<file path="config.mk">
export PLATFORM = sky130hd
export DESIGN_NAME = keypad_scanner
export DESIGN_NICKNAME = d
export VERILOG_FILES = /design/src/rtl/keypad_pkg.sv /design/src/rtl/sync_2ff.sv /design/src/rtl/keypad_scanner.sv
export SDC_FILE = /design/constraint.sdc
export NUM_CORES = 1
export LEC_CHECK = 0
export ABC_AREA = 1
export BUFFER_PORTS_ARGS = -buffer_cell sky130_fd_sc_hd__buf_2
export CAP_MARGIN = 20
export CORE_ASPECT_RATIO = 0.5
export CORE_MARGIN = 1
export CORE_UTILIZATION = 58
export DETAILED_ROUTE_END_ITERATION = 7
export GPL_ROUTABILITY_DRIVEN = 0
export PLACE_DENSITY = 0.76
export SYNTH_ARGS = -nofsm -noshare
export SYNTH_HDL_FRONTEND = slang
export SYNTH_HIERARCHICAL = 1
export SYNTH_SLANG_ARGS = --single-unit
</file>
<file path="constraint.sdc">
create_clock -name clk -period 3.2 [get_ports clk]
set_clock_uncertainty 0.2 [all_clocks]
set_input_delay 0.64 -clock clk [delete_from_list [all_inputs] [get_ports clk]]
set_output_delay 0.64 -clock clk [all_outputs]
set_load 0.02 [all_outputs]
</file>
<file path="src/rtl/keypad_pkg.sv">
// Shared keypad definitions: scanner states, calculator key constants and the
// (row, col) -> hex keymap used by keypad_scanner and the calculator top.
package keypad_pkg;

  typedef enum logic [1:0] {
    SCAN     = 2'd0,
    DEBOUNCE = 2'd1,
    PRESSED  = 2'd2,
    RELEASE  = 2'd3
  } state_t;

  localparam logic [3:0] KEY_EQUALS = 4'hE;
  localparam logic [3:0] KEY_CLEAR  = 4'hF;

  function automatic logic [3:0] keymap(input logic [1:0] row_idx, input logic [1:0] col_idx);
    logic [3:0] code;
    case ({row_idx, col_idx})
      4'h0:    code = 4'h1;
      4'h1:    code = 4'h2;
      4'h2:    code = 4'h3;
      4'h3:    code = 4'hA;
      4'h4:    code = 4'h4;
      4'h5:    code = 4'h5;
      4'h6:    code = 4'h6;
      4'h7:    code = 4'hB;
      4'h8:    code = 4'h7;
      4'h9:    code = 4'h8;
      4'hA:    code = 4'h9;
      4'hB:    code = 4'hC;
      4'hC:    code = 4'h0;
      4'hD:    code = KEY_CLEAR;
      4'hE:    code = KEY_EQUALS;
      4'hF:    code = 4'hD;
      default: code = 4'h0;
    endcase
    return code;
  endfunction

  // Rows are active-low: exactly one zero means an unambiguous key.
  function automatic logic single_low(input logic [3:0] rows);
    logic hit;
    case (rows)
      4'b1110, 4'b1101, 4'b1011, 4'b0111: hit = 1'b1;
      default:                            hit = 1'b0;
    endcase
    return hit;
  endfunction

  function automatic logic [1:0] low_index(input logic [3:0] rows);
    logic [1:0] idx;
    case (rows)
      4'b1110: idx = 2'd0;
      4'b1101: idx = 2'd1;
      4'b1011: idx = 2'd2;
      4'b0111: idx = 2'd3;
      default: idx = 2'd0;
    endcase
    return idx;
  endfunction

  function automatic logic [3:0] col_drive(input logic [1:0] col_idx);
    logic [3:0] one;
    one = 4'b0001;
    return ~(one << col_idx);
  endfunction

endpackage

</file>
<file path="src/rtl/sync_2ff.sv">
// Parameterised-width two-flop synchronizer for asynchronous inputs.
module sync_2ff #(
  parameter int              WIDTH       = 4,
  parameter logic [WIDTH-1:0] RESET_VALUE = '1
) (
  input  logic             clk,
  input  logic             rst,
  input  logic [WIDTH-1:0] d,
  output logic [WIDTH-1:0] q
);

  logic [WIDTH-1:0] meta;

  always_ff @(posedge clk) begin
    if (rst) begin
      meta <= RESET_VALUE;
      q    <= RESET_VALUE;
    end else begin
      meta <= d;
      q    <= meta;
    end
  end

endmodule

</file>
<file path="src/rtl/keypad_scanner.sv">
// 4x4 keypad column scanner with press/release debounce and hex key output.
// Optional auto-repeat strobes are built when KEYPAD_AUTOREPEAT_EN is defined.
module keypad_scanner
  import keypad_pkg::*;
#(
  parameter int SETTLE_CYCLES   = 1000,
  parameter int DEBOUNCE_CYCLES = 1000000,
  parameter int REPEAT_DELAY    = 50000000,
  parameter int REPEAT_PERIOD   = 10000000
) (
  input  logic       clk,
  input  logic       rst,
  input  logic [3:0] row_n,
  output logic [3:0] col_n,
  output logic [3:0] key_code,
  output logic       key_valid,
  output logic       key_strobe
);

  localparam int SETTLE_W = $clog2(SETTLE_CYCLES);
  localparam int DEB_W    = $clog2(DEBOUNCE_CYCLES);
  localparam logic [SETTLE_W-1:0] SETTLE_LAST = SETTLE_W'(SETTLE_CYCLES - 1);
  localparam logic [DEB_W-1:0]    DEB_LAST    = DEB_W'(DEBOUNCE_CYCLES - 1);

  logic [3:0]          rs;
  state_t              state;
  logic [1:0]          col_idx;
  logic [1:0]          cap_row;
  logic [3:0]          captured;
  logic [SETTLE_W-1:0] settle_cnt;
  logic [DEB_W-1:0]    deb_cnt;

`ifdef KEYPAD_AUTOREPEAT_EN
  localparam int REP_MAX = (REPEAT_DELAY > REPEAT_PERIOD) ? REPEAT_DELAY : REPEAT_PERIOD;
  localparam int REP_W   = $clog2(REP_MAX);
  localparam logic [REP_W-1:0] DELAY_LAST  = REP_W'(REPEAT_DELAY - 1);
  localparam logic [REP_W-1:0] PERIOD_LAST = REP_W'(REPEAT_PERIOD - 1);
  localparam logic [REP_W-1:0] REP_TOP     = '1;

  logic [REP_W-1:0] rep_cnt;
  logic             rep_phase;
`else
  logic unused_repeat_cfg;
  assign unused_repeat_cfg = ^{REPEAT_DELAY, REPEAT_PERIOD};
`endif

  sync_2ff #(
    .WIDTH       (4),
    .RESET_VALUE (4'hF)
  ) u_row_sync (
    .clk (clk),
    .rst (rst),
    .d   (row_n),
    .q   (rs)
  );

  // Scan / debounce / hold / release state machine with registered outputs.
  always_ff @(posedge clk) begin
    if (rst) begin
      state      <= SCAN;
      col_idx    <= 2'd0;
      col_n      <= 4'b1110;
      cap_row    <= 2'd0;
      captured   <= 4'hF;
      settle_cnt <= '0;
      deb_cnt    <= '0;
      key_code   <= 4'h0;
      key_valid  <= 1'b0;
      key_strobe <= 1'b0;
`ifdef KEYPAD_AUTOREPEAT_EN
      rep_cnt    <= '0;
      rep_phase  <= 1'b0;
`endif
    end else begin
      key_strobe <= 1'b0;
      case (state)
        SCAN: begin
          if (settle_cnt == SETTLE_LAST) begin
            settle_cnt <= '0;
            if (single_low(rs)) begin
              captured <= rs;
              cap_row  <= low_index(rs);
              deb_cnt  <= '0;
              state    <= DEBOUNCE;
            end else begin
              col_idx <= col_idx + 2'd1;
              col_n   <= col_drive(col_idx + 2'd1);
            end
          end else begin
            settle_cnt <= settle_cnt + 1'b1;
          end
        end

        DEBOUNCE: begin
          if (rs != captured) begin
            settle_cnt <= '0;
            deb_cnt    <= '0;
            state      <= SCAN;
          end else if (deb_cnt == DEB_LAST) begin
            key_code   <= keymap(cap_row, col_idx);
            key_valid  <= 1'b1;
            key_strobe <= 1'b1;
            deb_cnt    <= '0;
            state      <= PRESSED;
`ifdef KEYPAD_AUTOREPEAT_EN
            rep_cnt    <= '0;
            rep_phase  <= 1'b0;
`endif
          end else begin
            deb_cnt <= deb_cnt + 1'b1;
          end
        end

        PRESSED: begin
          if (rs == 4'hF) begin
            deb_cnt <= '0;
            state   <= RELEASE;
`ifdef KEYPAD_AUTOREPEAT_EN
            rep_cnt   <= '0;
            rep_phase <= 1'b0;
`endif
          end else begin
`ifdef KEYPAD_AUTOREPEAT_EN
            // First repeat waits REPEAT_DELAY, later ones REPEAT_PERIOD.
            if (rep_cnt == (rep_phase ? PERIOD_LAST : DELAY_LAST)) begin
              key_strobe <= 1'b1;
              rep_cnt    <= '0;
              rep_phase  <= 1'b1;
            end else if (rep_cnt != REP_TOP) begin
              rep_cnt <= rep_cnt + 1'b1;
            end else begin
              rep_cnt <= rep_cnt;
            end
`else
            deb_cnt <= '0;
`endif
          end
        end

        RELEASE: begin
          if (rs != 4'hF) begin
            deb_cnt <= '0;
            state   <= PRESSED;
          end else if (deb_cnt == DEB_LAST) begin
            key_valid  <= 1'b0;
            deb_cnt    <= '0;
            settle_cnt <= '0;
            col_idx    <= col_idx + 2'd1;
            col_n      <= col_drive(col_idx + 2'd1);
            state      <= SCAN;
          end else begin
            deb_cnt <= deb_cnt + 1'b1;
          end
        end

        default: begin
          settle_cnt <= '0;
          deb_cnt    <= '0;
          state      <= SCAN;
        end
      endcase
    end
  end

endmodule

</file>
==> flow_summary.yaml <==
status:
  status: "finished clean"
finish:
  fill_cells: 512
  insertedDiodeCount: 0
  drive_gt1_share_pct: 15.7
  layout_common_cells: "nand2_1 (133), nor2_1 (81), inv_1 (68)"
  multiInputGateArea_um2: 2080
  syn2layout_area_growth_pct: 11.6
  fin_nets: 570
  final_common_cell: "nand2_1"
  seq_area_um2: 1160
power:
  clkPwrFrac_pct: 54.1
  comb_power_share_pct: 3.5
  pwr_density_cell_nw_per_um2: 437
  p_int_mw: 1.38
  vdd_drop_max_mv: 0.350
  netSwitchingFraction_pct: 20.7
  p_leak_nw: 1.83
  netSwitchingPower_mw: 0.361
  p_seq_share_pct: 42.4
  finalPower_mw: 1.74
critical_path:
  crit_start: "deb_cnt[0]"
  critical_path_class: "reg -> reg"
  path_max_fanout: 5
  critPathCaptureType: "flop"
  startpoint_type: "flop"
  cp.required_ps: 3220
  reg2reg_depth: 8
  reg2reg_to: "key_code[3]"
  crit_arrival_ps: 2180
  r2r_start: "deb_cnt[0]"
  rrSetupSlack_ps: 1040
  cp-endpoint: "key_code[3]"
timing:
  rsz0062_at_grt: "no"
  slew_headroom_pct: 62.6
  fin_crit_sh_pct: 67.5
  hold_ws_ps: 202
  max_clock_freq_mhz: 463
  worst-slew-pin-transition_ps: 561
  maxSlewViolCount: 0
  finalSetupTns_ps: 0
  min_period_ps: 2160
  setup_violations: 0
  finalHoldViolCount: 0
clock_network:
  cts_htree_levels: 3
  hold_buffers: 0
  cts_resized: 0
  postCtsSetupBuffers: 0
  tritoncts.num_buffers: 9
  clockBufferDepth: 2
  cts_tree: "done"
  path_clk_slew_ps: 50
  clock-sinks: 58
  root_buffer: "clkbuf_16"
  clk_latency_ps: 330
drt:
  avgViaCountPerCell: 5.11
  drc: 0
  drtIter0Drc: 186
  vias: 3206
  wirelength_um: 7620
  avgRoutedWirePerCell_um: 12.1
  drt_pass1_iterations: 4
  drtAntennaViolNets: 0
yosys:
  syn_nets: 550
  ys_async_sr_fraction_pct: 0
  synth_warnings: 6
  synth_area_leader_cell: "dfxtp_1"
  syn-cell-area_um2: 3570
  synthCells: 532
  synth_edf_count: 0
  synth_top_area_share_pct: 32.5
  yosysSeqAreaShare_pct: 32.5
  synth_flop_cell: "dfxtp_1"
  synth-seq-cells: 58
  ys_types: 38
  avgSynthCellArea_um2: 6.72
  netlist_top_cells_area: "dfxtp_1 (32%), nand2_1 (14%), nor2_1 (8.5%)"
die:
  die_h_um: 57.5
  rows: 19
  dieArea_um2: 6500
  dieWidth_um: 113
  start_util_pct: 62.7
  top_level_ports: 16
  coreArea_um2: 5710
worst_hold_path:
  hold_path.class: "reg -> reg"
  hp-start: "u_row_sync/meta[2]"
place:
  io_buffers: 15
  dp_hpwl_um: 5630
global_route:
  overflow: 0
  track_usage_pct: 25.8
  grt_pass1_vias: 2871
  grt_max_degree: 29
  grt_pass1_wl_um: 13000
  antenna_found_initial: 0
run:
  cap_violations: 0
[worst min path at each step]
stage / end / cells past startpoint
3_5_place_dp: u_row_sync/q[3] / 2
3_3_place_gp: u_row_sync/q[2] / 2
6_report: u_row_sync/q[2] / 2
4_1_cts: u_row_sync/q[3] / 2
5_1_grt: u_row_sync/q[2] / 2
2_1_floorplan: u_row_sync/q[2] / 2
[metal layers]
| metal | up-vias | routed length [um] | track usage, % | share of wire [%] |
|---|---|---|---|---|
| met5 | - | 0 | 0 | 0 |
| met4 | 0 | 70 | 6.20 | 0.92 |
| met3 | 8 | 370 | 8.18 | 4.9 |
| met2 | 54 | 3280 | 41.8 | 43 |
| met1 | 1420 | 3900 | 33.7 | 51 |
| li1 | 1724 | - | - | - |
[power by group through the flow]
stage / logic (mW) / registers [mW] / clock network (mW)
after floorplan: 0.0478 / 0.751 / 0
after global placement: 0.0603 / 0.752 / 0
after detailed placement: 0.0617 / 0.753 / 0
after CTS: 0.0617 / 0.738 / 0.955
after global routing: 0.0701 / 0.739 / 0.990
final: 0.0613 / 0.739 / 0.943
[Yosys cell counts, drive strengths merged, types with 2 or more instances]
cell and number:
ha 12, o211ai 4, clkbuf 3, nand3b 4, nand4 9, o21bai 3, clkinv 2, buf 3
dfxtp 58, xor2 7, a21oi 24, nor3 15, nand2 152, inv 75, o21ai 13, nor2 97
nand3 44
[flip-flops by register name, summed over array words and instances (netlist names)]
register,flops
deb_cnt,20
settle_cnt,10
captured,4
col_n,4
key_code,4
u_row_sync/meta,4
u_row_sync/q,4
cap_row,2
col_idx,2
state,2
key_strobe,1
key_valid,1
[final cells by class]
| cell class | count | area share [%] |
|---|---|---|
| clock buffers | 11 | 6.34 |
| clock inverters | 3 | 1.00 |
| inverters | 77 | 7.25 |
| multi-input cells | 391 | 52.1 |
| flip-flops and latches | 58 | 29.1 |
| well taps | 73 | 2.29 |
| repair buffers | 15 | 1.88 |
[kinds of logic (layout without fill, tap and decap cells)]
kind of cell / count (synthesis) / in the layout / share of synthesized area, %
simple gates: 324 / 324 / 44.2
buf+inv: 83 / 106 / 9.38
flops: 58 / 58 / 32.5
compound gates: 48 / 48 / 8.02
fa+ha+maj: 12 / 12 / 4.20
xor+xnor: 7 / 7 / 1.72
[worst max-delay path, stage by stage, from the launching register on]
cell and delay [ps]:
dfxtp_1 360, ha_1 210, nand2_1 100, nor2_2 250
nand3_1 110, nor2_1 350, nand4_1 230, nor2_1 160
nor2_1 60
[stage by stage]
stage          cells  setup WS, ps  instance area, um^2  utilization (%)
2_1_floorplan    532          1400                 3570                -
3_3_place_gp     614          1110                 3690             64.8
3_5_place_dp     614          1060                 3690             64.8
4_1_cts          628          1030                 3990             69.9
5_1_grt          628           891                 3990             69.9
6_report         628          1040                 3990             69.9
Note: power is estimated with default switching activity, not from simulation.
